--- src/rtl/m_dmux_router.sv ---
// Registered 1-to-N demultiplexer: one tagged word stream steered to N
// single-entry valid/ready output channels, plus a wrapping accept counter.
module m_dmux_router #(
  parameter int unsigned WIDTH    = 16,
  parameter int unsigned SEL_BITS = 3
) (
  input  logic                            i_clk,
  input  logic                            i_rst,
  input  logic [WIDTH-1:0]                i_data,
  input  logic [SEL_BITS-1:0]             i_sel,
  input  logic                            i_valid,
  output logic                            o_ready,
  output logic [(WIDTH<<SEL_BITS)-1:0]    o_data,
  output logic [(1<<SEL_BITS)-1:0]        o_valid,
  input  logic [(1<<SEL_BITS)-1:0]        i_ready,
  output logic [15:0]                     o_accept_cnt,
  output logic                            o_busy
);

  localparam int unsigned N     = 1 << SEL_BITS;
  localparam int unsigned CNT_W = 16;

  logic [N-1:0]       valid_q, valid_d;
  logic [N*WIDTH-1:0] data_q, data_d;
  logic [CNT_W-1:0]   cnt_q, cnt_d;
  logic               accept;

  // Ready only looks at the addressed channel, so a stalled channel never blocks others.
  assign o_ready = !valid_q[i_sel] || i_ready[i_sel];
  assign accept  = i_valid && o_ready && !i_rst;

  always_comb begin
    valid_d = valid_q & ~i_ready;
    data_d  = data_q;
    cnt_d   = cnt_q;
    if (accept) begin
      cnt_d = cnt_q + CNT_W'(1);
    end
    // An accept overrides a same-cycle drain on the target channel: no bubble.
    for (int unsigned k = 0; k < N; k++) begin
      if (accept && (i_sel == SEL_BITS'(k))) begin
        valid_d[k]                = 1'b1;
        data_d[k*WIDTH +: WIDTH]  = i_data;
      end
    end
  end

  always_ff @(posedge i_clk) begin
    if (i_rst) begin
      valid_q <= '0;
      data_q  <= '0;
      cnt_q   <= '0;
    end else begin
      valid_q <= valid_d;
      data_q  <= data_d;
      cnt_q   <= cnt_d;
    end
  end

  assign o_valid      = valid_q;
  assign o_data       = data_q;
  assign o_accept_cnt = cnt_q;
  assign o_busy       = |valid_q;

endmodule
--- config.mk ---
export PLATFORM = sky130hd
export DESIGN_NAME = m_dmux_router
export DESIGN_NICKNAME = d
export VERILOG_FILES = /design/src/rtl/m_dmux_router.sv
export SDC_FILE = /design/constraint.sdc
export NUM_CORES = 1
export LEC_CHECK = 0
export CAP_MARGIN = 20
export CORE_UTILIZATION = 50
export DETAILED_ROUTE_END_ITERATION = 10
export PLACE_DENSITY = 0.85
export SKIP_CTS_REPAIR_TIMING = 1
export SLEW_MARGIN = 20
export SYNTH_ARGS = -nofsm -noshare
export SYNTH_HDL_FRONTEND = slang
export SYNTH_SLANG_ARGS = --single-unit
--- constraint.sdc ---
create_clock -name i_clk -period 3.8 [get_ports i_clk]
set_input_delay 0.76 -clock i_clk [delete_from_list [all_inputs] [get_ports i_clk]]
set_output_delay 0.76 -clock i_clk [all_outputs]
set_load 0.02 [all_outputs]
==> impl_metrics.tcl, run 1 <==
set metrics [dict create \
    outcome "finished, violations left" \
    violations "design-rule violations" \
    tightest_slew_ns 0.802 \
    fin_crit_sh_pct 97.1 \
    avgSynthCellArea_um2 10.2 \
    dp_hpwl_um 11300 \
    arrival_ns 2.93 \
    port_buffers 183 \
    grt_overflow_total 0 \
    routed_via_density 5.44 \
    cts_sinks 152 \
    power.internal_mw 2.84 \
    core_area_um2 11600 \
    synth_xor_xnor_area_share_pct 0.145 \
    met2_length_um 8360 \
    fin_worst_skew_ns 0.00641 \
    cap_viol_max_count 0 \
    fin_area_um2 8440 \
    setup_tns_ns 0 \
    place_area_um2 7850 \
    hp-class "register to register" \
    synth_fa_ha_area_share_pct 0.207 \
    syn_inst 589 \
    wl_met3_um 1490 \
    place.gp.congestion 0.908 \
    m1WireLength_um 6700 \
    htreeDepth 4 \
    synth-compound-area-share_pct 5.16 \
    crit_fanout 7 \
    cts_buffers 17 \
    antenna_cells 0 \
    switching_share_pct 22.7 \
    hold_viol 0 \
    startpoint_type "input port" \
    vias 4938 \
    synth.largest_area_cell "dfxtp_1" \
    clk_latency_ns 0.42 \
    wire_per_inst_um 18.5 \
    nets 784 \
    drt_first_pass_iters 8 \
    p_comb_share_pct 9.1 \
    ys_seq_area_share_pct 50.4 \
    dr.first_iter.drc_count 356 \
    grt_max_degree 79 \
    cp.required_ns 3.04 \
    rows 39 \
    clkSlewWorstSetupHoldPaths_ns 0.06 \
    cts_tree "done" \
    ctsLongestPathBuffers 2 \
    power.density_nw_per_um2 435 \
    fin_crit_ns 3.69 \
    totalWireLength_um 16800 \
    critPathKind "input port to primary output" \
    area_delta_synth_final_pct 39.9 \
    dieArea_um2 12500 \
    synth_common_cells "dfxtp_1 (152), nor2_1 (142), mux2i_1 (134), clkbuf_1 (33), a21oi_1 (20)" \
    dr.max_layer_used "met4" \
    yosysTopAreaCellShare_pct 50.4 \
    maxSlewViolCount 0 \
    grt_pass1_vias 4914 \
    synth_fp_nets 620 \
    cp-end-kind "primary output" \
    die_x_um 112 \
    synth.area.top_cells "dfxtp_1 (50%), mux2i_1 (22%), nor2_1 (8.8%)" \
    track_usage_pct 27.4 \
    peakVddDrop_uv 417 \
    setup_violations 0 \
    syn-cell-area_um2 6030 \
    synth_top_family_by_area "multiplexers" \
    cts-root-buf "clkbuf_16" \
    leakagePower_nw 3.90 \
    async_reset_ff_share_pct 0 \
    maxSlewHeadroom_pct 46.6 \
    antenna_found_initial 0 \
    remaining_drc_errors 8 \
    fin_util_pct 73.0 \
    rsz0062_at_grt "no" \
    p_clk_share_pct 45.9 \
    start_util_pct 52.2 \
    drive_above_1_share_pct 8.37 \
    synth-seq-cells 152 \
    postRouteAntennaNets 0 \
    synth_cell_type_count 36 \
    max_freq_mhz 271 \
    synth_most_common_cell "dfxtp_1" \
    synth-simple-area-share_pct 13.8 \
    yosysWarnings 0 \
    pre_cts_ws_ns 0.142 \
    synthMuxAreaShare_pct 23.6 \
    pin_count 184 \
    grt_pass1_wl_um 26400 \
    pwr-share-seq_pct 45.0 \
    p_sw_uw 832 \
    die_height_um 112 \
    synth_ff_type "dfxtp_1" \
    synth-edff-count 0 \
    setup_ws_ns 0.109 \
]
flip-flops by register name, summed over array words and instances, names as in the netlist:
signal	cells
o_valid	8
o_data	128
o_accept_cnt	16
cell usage in the layout (no fill, tap or decap), types with 2 or more instances in the layout:
master | synthesis | final
a21oi_1 | 20 | 20
a31o_2 | 2 | 2
buf_12 | 8 | 2
buf_4 | 8 | 15
bufinv_16 | 0 | 3
clkbuf_1 | 33 | 4
clkbuf_16 | 0 | 17
clkbuf_8 | 0 | 2
clkdlybuf4s50_1 | 0 | 182
clkinv_2 | 0 | 3
dfxtp_1 | 152 | 152
inv_1 | 2 | 2
mux2_2 | 5 | 5
mux2i_1 | 134 | 134
nand2_1 | 6 | 6
nand2b_1 | 12 | 12
nand3_1 | 8 | 8
nand4_1 | 5 | 5
nor2_1 | 142 | 142
nor2b_1 | 2 | 2
nor3_1 | 3 | 3
nor4_1 | 4 | 4
o21ai_0 | 3 | 3
o221ai_2 | 0 | 8
o31ai_1 | 6 | 6
or3_1 | 3 | 3
or4_1 | 6 | 6
critical path, cell delays in order:
cell and delay (ns):
clkdlybuf4s50_1 0.65, buf_4 0.21, mux2_4 0.31, a2bb2oi_4 0.15, o22ai_2 0.19, inv_2 0.10
clkdlybuf4s50_1 0.55
cell type report:
type / count / area, µm²
sequential: 152 / 3040
clock inverter: 8 / 121
fill: 784 / 3130
clock buffer: 23 / 468
tap: 143 / 179
multi-input combinational: 380 / 2640
inverter: 3 / 11.3
timing repair buffer: 199 / 1970
worst paths after layout:
check	startpoint	cells after the start	endpoint	slack, ns
hold reg to reg	o_data[120]$_SDFFE_PP0P_	2	o_data[120]$_SDFFE_PP0P_	0.49
hold / removal	o_data[120]$_SDFFE_PP0P_	2	o_data[120]$_SDFFE_PP0P_	0.49
setup reg to reg	o_valid[2]$_SDFF_PP0_	7	o_data[72]$_SDFFE_PP0P_	1.81
setup / recovery	i_sel[1]	7	o_ready	0.11
power by group through the flow:
stage | combinational [mW] | clock [mW] | sequential, mW
finish | 0.334 | 1.69 | 1.65
global route | 0.354 | 1.78 | 1.65
CTS | 0.334 | 1.71 | 1.65
detailed placement | 0.331 | 0 | 1.68
global placement | 0.323 | 0 | 1.68
floorplan | 0.156 | 0 | 1.72
through the flow:
stage	hold slack [ns]	total power, mW	std cells
final	0.493	3.67	908
after global routing	0.523	3.79	908
after CTS	0.498	3.69	908
after detailed placement	0.482	2.01	877
after global placement	0.474	2.00	877
after floorplan	0.563	1.88	589
cell families after synthesis:
| kind of cell | count (synthesis) |
|---|---|
| mux | 141 |
| buf+inv | 57 |
| fa+ha+maj | 1 |
| xor+xnor | 1 |
| simple gates | 193 |
| compound gates | 44 |
| flops | 152 |
routing by layer:
layer / global-route usage [%] / vias to the layer above
met2: 46.7 / 182
li1: - / 2338
met5: 0 / -
met4: 9.64 / 0
met1: 30.7 / 2400
met3: 11.3 / 18
Note: power is estimated with default switching activity, not from simulation.
==> inputs of run 2 (changes only) <==
--- a/config.mk
+++ b/config.mk
@@ -8,7 +8,7 @@
 export CAP_MARGIN = 20
 export CORE_UTILIZATION = 50
 export DETAILED_ROUTE_END_ITERATION = 10
-export PLACE_DENSITY = 0.85
+export PLACE_DENSITY = 0.86
 export SKIP_CTS_REPAIR_TIMING = 1
 export SLEW_MARGIN = 20
 export SYNTH_ARGS = -nofsm -noshare
==> run 2 against run 1 <==
Compared with the run above: the run still ends with design-rule violations left; die area did not move; total power fell by 2.3%; core utilization fell by 0.34 points; final cell count did not move; clock skew rose by 0.0012 ns; worst hold slack got worse by 0.00073 ns; critical path depth fell by 1; via count fell by 0.63%; fmax fell by 0.60%; routed wire length rose by 0.76%.
==> impl_metrics.tcl, run 2 (synthesis results as in run 1) <==
set metrics [dict create \
    cts_buffers 17 \
    clkSlewWorstSetupHoldPaths_ns 0.05 \
    ctsLongestPathBuffers 2 \
    place.gp.congestion 0.885 \
    cp.required_ns 3.04 \
    start_util_pct 52.2 \
    cts-root-buf "clkbuf_16" \
    dr.first_iter.drc_count 439 \
    hp-class "register to register" \
    power.density_nw_per_um2 427 \
    track_usage_pct 28.1 \
    drt_first_pass_iters 8 \
    fin_crit_sh_pct 97.7 \
    violations "design-rule violations" \
    grt_max_degree 150 \
    fin_worst_skew_ns 0.00761 \
    postRouteAntennaNets 0 \
    die_x_um 112 \
    die_height_um 112 \
    reg2reg_depth 7 \
    cp-end-kind "primary output" \
    core_area_um2 11600 \
    crit_fanout 10 \
    rows 39 \
    wire_per_inst_um 18.6 \
    routed_via_density 5.40 \
    setup_tns_ns 0 \
    htreeDepth 4 \
    dieArea_um2 12500 \
    fin_util_pct 72.6 \
    rsz0062_at_grt "no" \
    endpoint "o_ready" \
    critPathKind "input port to primary output" \
    maxSlewViolCount 0 \
    hold_viol 0 \
    antenna_found_initial 0 \
    arrival_ns 2.95 \
    pin_count 184 \
    antenna_cells 0 \
    peakVddDrop_uv 332 \
    outcome "finished, violations left" \
    area_delta_synth_final_pct 39.2 \
    nets 783 \
    totalWireLength_um 16900 \
    multi_input_area_um2 2640 \
    port_buffers 183 \
    leakagePower_nw 3.87 \
    fin_crit_ns 3.71 \
    setup_violations 0 \
    startpoint_type "input port" \
    max_freq_mhz 269 \
    clk_latency_ns 0.42 \
    cp-startpoint "i_sel[1]" \
    remaining_drc_errors 9 \
    regToRegSetupSlack_ns 1.72 \
    layout_commonest_cell "clkdlybuf4s50_1" \
    reg2reg_from "o_valid[5]$_SDFF_PP0_" \
    r2r-end "o_data[108]$_SDFFE_PP0P_" \
    grt_overflow_total 0 \
    tightest_slew_ns 0.648 \
    fill_cells 823 \
    most-common-layout-cells "clkdlybuf4s50_1 (182), dfxtp_1 (152), nor2_1 (142), mux2i_1 (134), a21oi_1 (20)" \
    cts_tree "done" \
    largest_reg_flops 128 \
    cts_sinks 152 \
    dp_hpwl_um 11400 \
    place_area_um2 7830 \
    drive_above_1_share_pct 8.50 \
    vias 4907 \
    total_power_mw 3.59 \
    grt_pass1_vias 5098 \
    grt_pass1_wl_um 26900 \
    fin_area_um2 8400 \
    regArea_um2 3040 \
    cap_viol_max_count 0 \
    maxSlewHeadroom_pct 56.8 \
]
==> run 2: cell types whose count changed in the layout (fill, tap and decap cells not counted), sizes merged <==
cell / delta
bufinv: -2
clkinvlp: +2
buf: -1
inv: +1
==> run 2: area by class of cell <==
| cell class | instances | share of cell area [%] |
|---|---|---|
| inverter | 3 | 0.134 |
| clock buffer | 23 | 5.69 |
| timing repair buffer | 198 | 23.3 |
| clock inverter | 9 | 1.10 |
| multi-input combinational | 380 | 31.4 |
| sequential | 152 | 36.2 |
| tap | 143 | 2.13 |
==> run 2: critical path, cell delays in order <==
cell and delay, ns:
clkdlybuf4s50_1 0.65, mux2_4 0.24, a2bb2oi_4 0.35, o22ai_2 0.18
inv_2 0.14, clkdlybuf4s50_1 0.62
==> run 2: report_power, final <==
part | leakage, nW | internal, mW | switching [mW]
clock | 0.270 | 0.956 | 0.645
sequential | 1.23 | 1.63 | 0.0221
combinational | 2.37 | 0.147 | 0.187
total | 3.87 | 2.73 | 0.854
==> run 2: layer usage <==
layer / track usage, % / share of wire, % / wire length, µm / up-vias
met5: 0 / 0 / 0 / -
met4: 13.0 / 3.0 / 500 / 0
met3: 12.2 / 9.1 / 1540 / 32
met2: 47.6 / 50 / 8390 / 195
met1: 30.1 / 38 / 6480 / 2349
li1: - / - / - / 2331
==> run 2: how the worst min path moves through the flow <==
stage                     cells past startpoint  slack (ns)                           from                             to
final                                         2        0.49        o_data[53]$_SDFFE_PP0P_        o_data[53]$_SDFFE_PP0P_
after global routing                          2        0.52  o_accept_cnt[14]$_SDFFE_PP0P_  o_accept_cnt[14]$_SDFFE_PP0P_
after CTS                                     2        0.50        o_data[53]$_SDFFE_PP0P_        o_data[53]$_SDFFE_PP0P_
after detailed placement                      2        0.48        o_data[53]$_SDFFE_PP0P_        o_data[53]$_SDFFE_PP0P_
after global placement                        2        0.47  o_accept_cnt[14]$_SDFFE_PP0P_  o_accept_cnt[14]$_SDFFE_PP0P_
after floorplan                               2        0.56  o_accept_cnt[12]$_SDFFE_PP0P_  o_accept_cnt[12]$_SDFFE_PP0P_
==> run 2: stage by stage <==
stage / hold slack, ns / cells / setup slack [ns]
after detailed placement: 0.484 / 876 / 0.103
after floorplan: 0.563 / 589 / 1.09
final: 0.492 / 908 / 0.0867
after global placement: 0.473 / 876 / 0.158
after global routing: 0.520 / 908 / 0.00147
after CTS: 0.497 / 908 / 0.107
==> inputs of run 3 (changes only) <==
--- a/config.mk
+++ b/config.mk
@@ -6,9 +6,9 @@
 export NUM_CORES = 1
 export LEC_CHECK = 0
 export CAP_MARGIN = 20
-export CORE_UTILIZATION = 50
+export CORE_UTILIZATION = 45
 export DETAILED_ROUTE_END_ITERATION = 10
-export PLACE_DENSITY = 0.86
+export PLACE_DENSITY = 0.78
 export SKIP_CTS_REPAIR_TIMING = 1
 export SLEW_MARGIN = 20
 export SYNTH_ARGS = -nofsm -noshare
==> run 3 against run 2 <==
Compared with the run above: the flow now finishes without violations; sequential share of layout area down 0.36 points; total power up 3.4%; clock skew down 0.0013 ns; first-iteration DRC count down 26%; final cell count up 3.3%; count of clock-buffer cells in the layout down 5; critical path depth up 1; register-to-register slack better by 0.09 ns; largest cell class unchanged.
==> impl_metrics.tcl, run 3 (synthesis results as in run 1) <==
set metrics [dict create \
    rsz0062_at_grt "no" \
    wire_per_inst_um 17.8 \
    fin_area_um2 8480 \
    total_power_mw 3.71 \
    die_height_um 118 \
    fin_crit_sh_pct 95.8 \
    dp_hpwl_um 11200 \
    fin_crit_ns 3.64 \
    drive_above_1_share_pct 9.01 \
    maxSlewHeadroom_pct 67.3 \
    postRouteAntennaNets 0 \
    maxSlewViolCount 0 \
    fin_worst_skew_ns 0.00631 \
    most-common-layout-cells "clkdlybuf4s50_1 (182), dfxtp_1 (152), nor2_1 (142), mux2i_1 (134), a21oi_1 (20)" \
    leakagePower_nw 3.91 \
    rows 41 \
    drt_first_pass_iters 4 \
    start_util_pct 47.0 \
    antenna_cells 0 \
    grt_pass1_wl_um 26200 \
    endpoint "o_ready" \
    setup_violations 0 \
    pin_count 184 \
    setup_tns_ns 0 \
    totalWireLength_um 16700 \
    ctsLongestPathBuffers 2 \
    hold_viol 0 \
    reg2reg_from "o_valid[7]$_SDFF_PP0_" \
    startpoint_type "input port" \
    cts-root-buf "clkbuf_16" \
    outcome "completed" \
    area_delta_synth_final_pct 40.6 \
    slowest_stage "clkdlybuf4s50_1" \
    vias 4896 \
    cp-startpoint "i_sel[1]" \
    crit_top_cell "clkdlybuf4s50_1" \
    setup_ws_ns 0.160 \
    largest_reg_flops 128 \
    whs_ns 0.498 \
    reg2reg_depth 7 \
    placed_cells 905 \
    routed_via_density 5.22 \
    peakVddDrop_uv 390 \
    clk_latency_ns 0.41 \
    fin_cells 938 \
    cts_buffers 17 \
    grt_overflow_total 0 \
    clkSlewWorstSetupHoldPaths_ns 0.06 \
    arrival_ns 2.88 \
    crit_chain "clkdlybuf4s50_1 -> buf_4 -> mux2_4 -> a2bb2oi_4 -> o22ai_2 -> inv_2 -> clkdlybuf4s50_1" \
    critPathKind "input port to primary output" \
    nets 784 \
    track_usage_pct 24.5 \
    grt_pass1_vias 4879 \
    remaining_drc_errors 0 \
    cap_viol_max_count 0 \
    cts_sinks 152 \
    fill_cells 1017 \
    r2r-end "o_data[94]$_SDFFE_PP0P_" \
    grt_max_degree 114 \
    hp-class "register to register" \
    crit_fanout 7 \
    power.density_nw_per_um2 437 \
    tightest_slew_ns 0.490 \
    cts_tree "done" \
    dr.first_iter.drc_count 324 \
    critPathMaxStageDelay_ns 0.58 \
    cp.required_ns 3.04 \
    place_area_um2 7860 \
    die_x_um 118 \
    regToRegSetupSlack_ns 1.81 \
    core_area_um2 12800 \
    htreeDepth 4 \
    pre_cts_ws_ns 0.0249 \
    port_buffers 183 \
    cp-end-kind "primary output" \
    antenna_found_initial 0 \
    layout_commonest_cell "clkdlybuf4s50_1" \
    fin_util_pct 66.1 \
    place.gp.congestion 0.878 \
    max_freq_mhz 275 \
    dieArea_um2 13900 \
]
==> run 3: routing by layer <==
metal	vias to the layer above	GRT usage [%]	wire length (µm)
li1	2337	-	-
met2	181	40.8	8130
met1	2359	27.7	6780
met3	19	10.9	1540
met5	-	0	0
met4	0	8.89	243
==> run 3: final cells by class <==
| type | instances | area, µm² | share of cell area [%] |
|---|---|---|---|
| inverters | 3 | 11.3 | 0.133 |
| flip-flops and latches | 152 | 3040 | 35.9 |
| multi-input cells | 380 | 2640 | 31.1 |
| well taps | 172 | 215 | 2.54 |
| repair buffers | 199 | 1960 | 23.1 |
| clock buffers | 18 | 439 | 5.18 |
| clock inverters | 14 | 171 | 2.02 |
==> run 3: worst min path at each step <==
stage	startpoint	to	cells past startpoint
6_report	o_data[43]$_SDFFE_PP0P_	o_data[43]$_SDFFE_PP0P_	2
5_1_grt	o_data[25]$_SDFFE_PP0P_	o_data[25]$_SDFFE_PP0P_	2
4_1_cts	o_accept_cnt[12]$_SDFFE_PP0P_	o_accept_cnt[12]$_SDFFE_PP0P_	2
3_5_place_dp	o_data[65]$_SDFFE_PP0P_	o_data[65]$_SDFFE_PP0P_	2
3_3_place_gp	o_data[52]$_SDFFE_PP0P_	o_data[52]$_SDFFE_PP0P_	2
2_1_floorplan	o_accept_cnt[12]$_SDFFE_PP0P_	o_accept_cnt[12]$_SDFFE_PP0P_	2
==> run 3: report_power, final <==
| part | switching, mW | internal [mW] | total [mW] |
|---|---|---|---|
| Combinational | 0.186 | 0.148 | 0.334 |
| Clock | 0.670 | 1.05 | 1.73 |
| Sequential | 0.0214 | 1.63 | 1.65 |
==> run 3: critical path, delay by kind of cell <==
family	cells	cell delay, ns
buffers and inverters	4	1.43
muxes	1	0.32
AOI/OAI and AO/OA	2	0.37
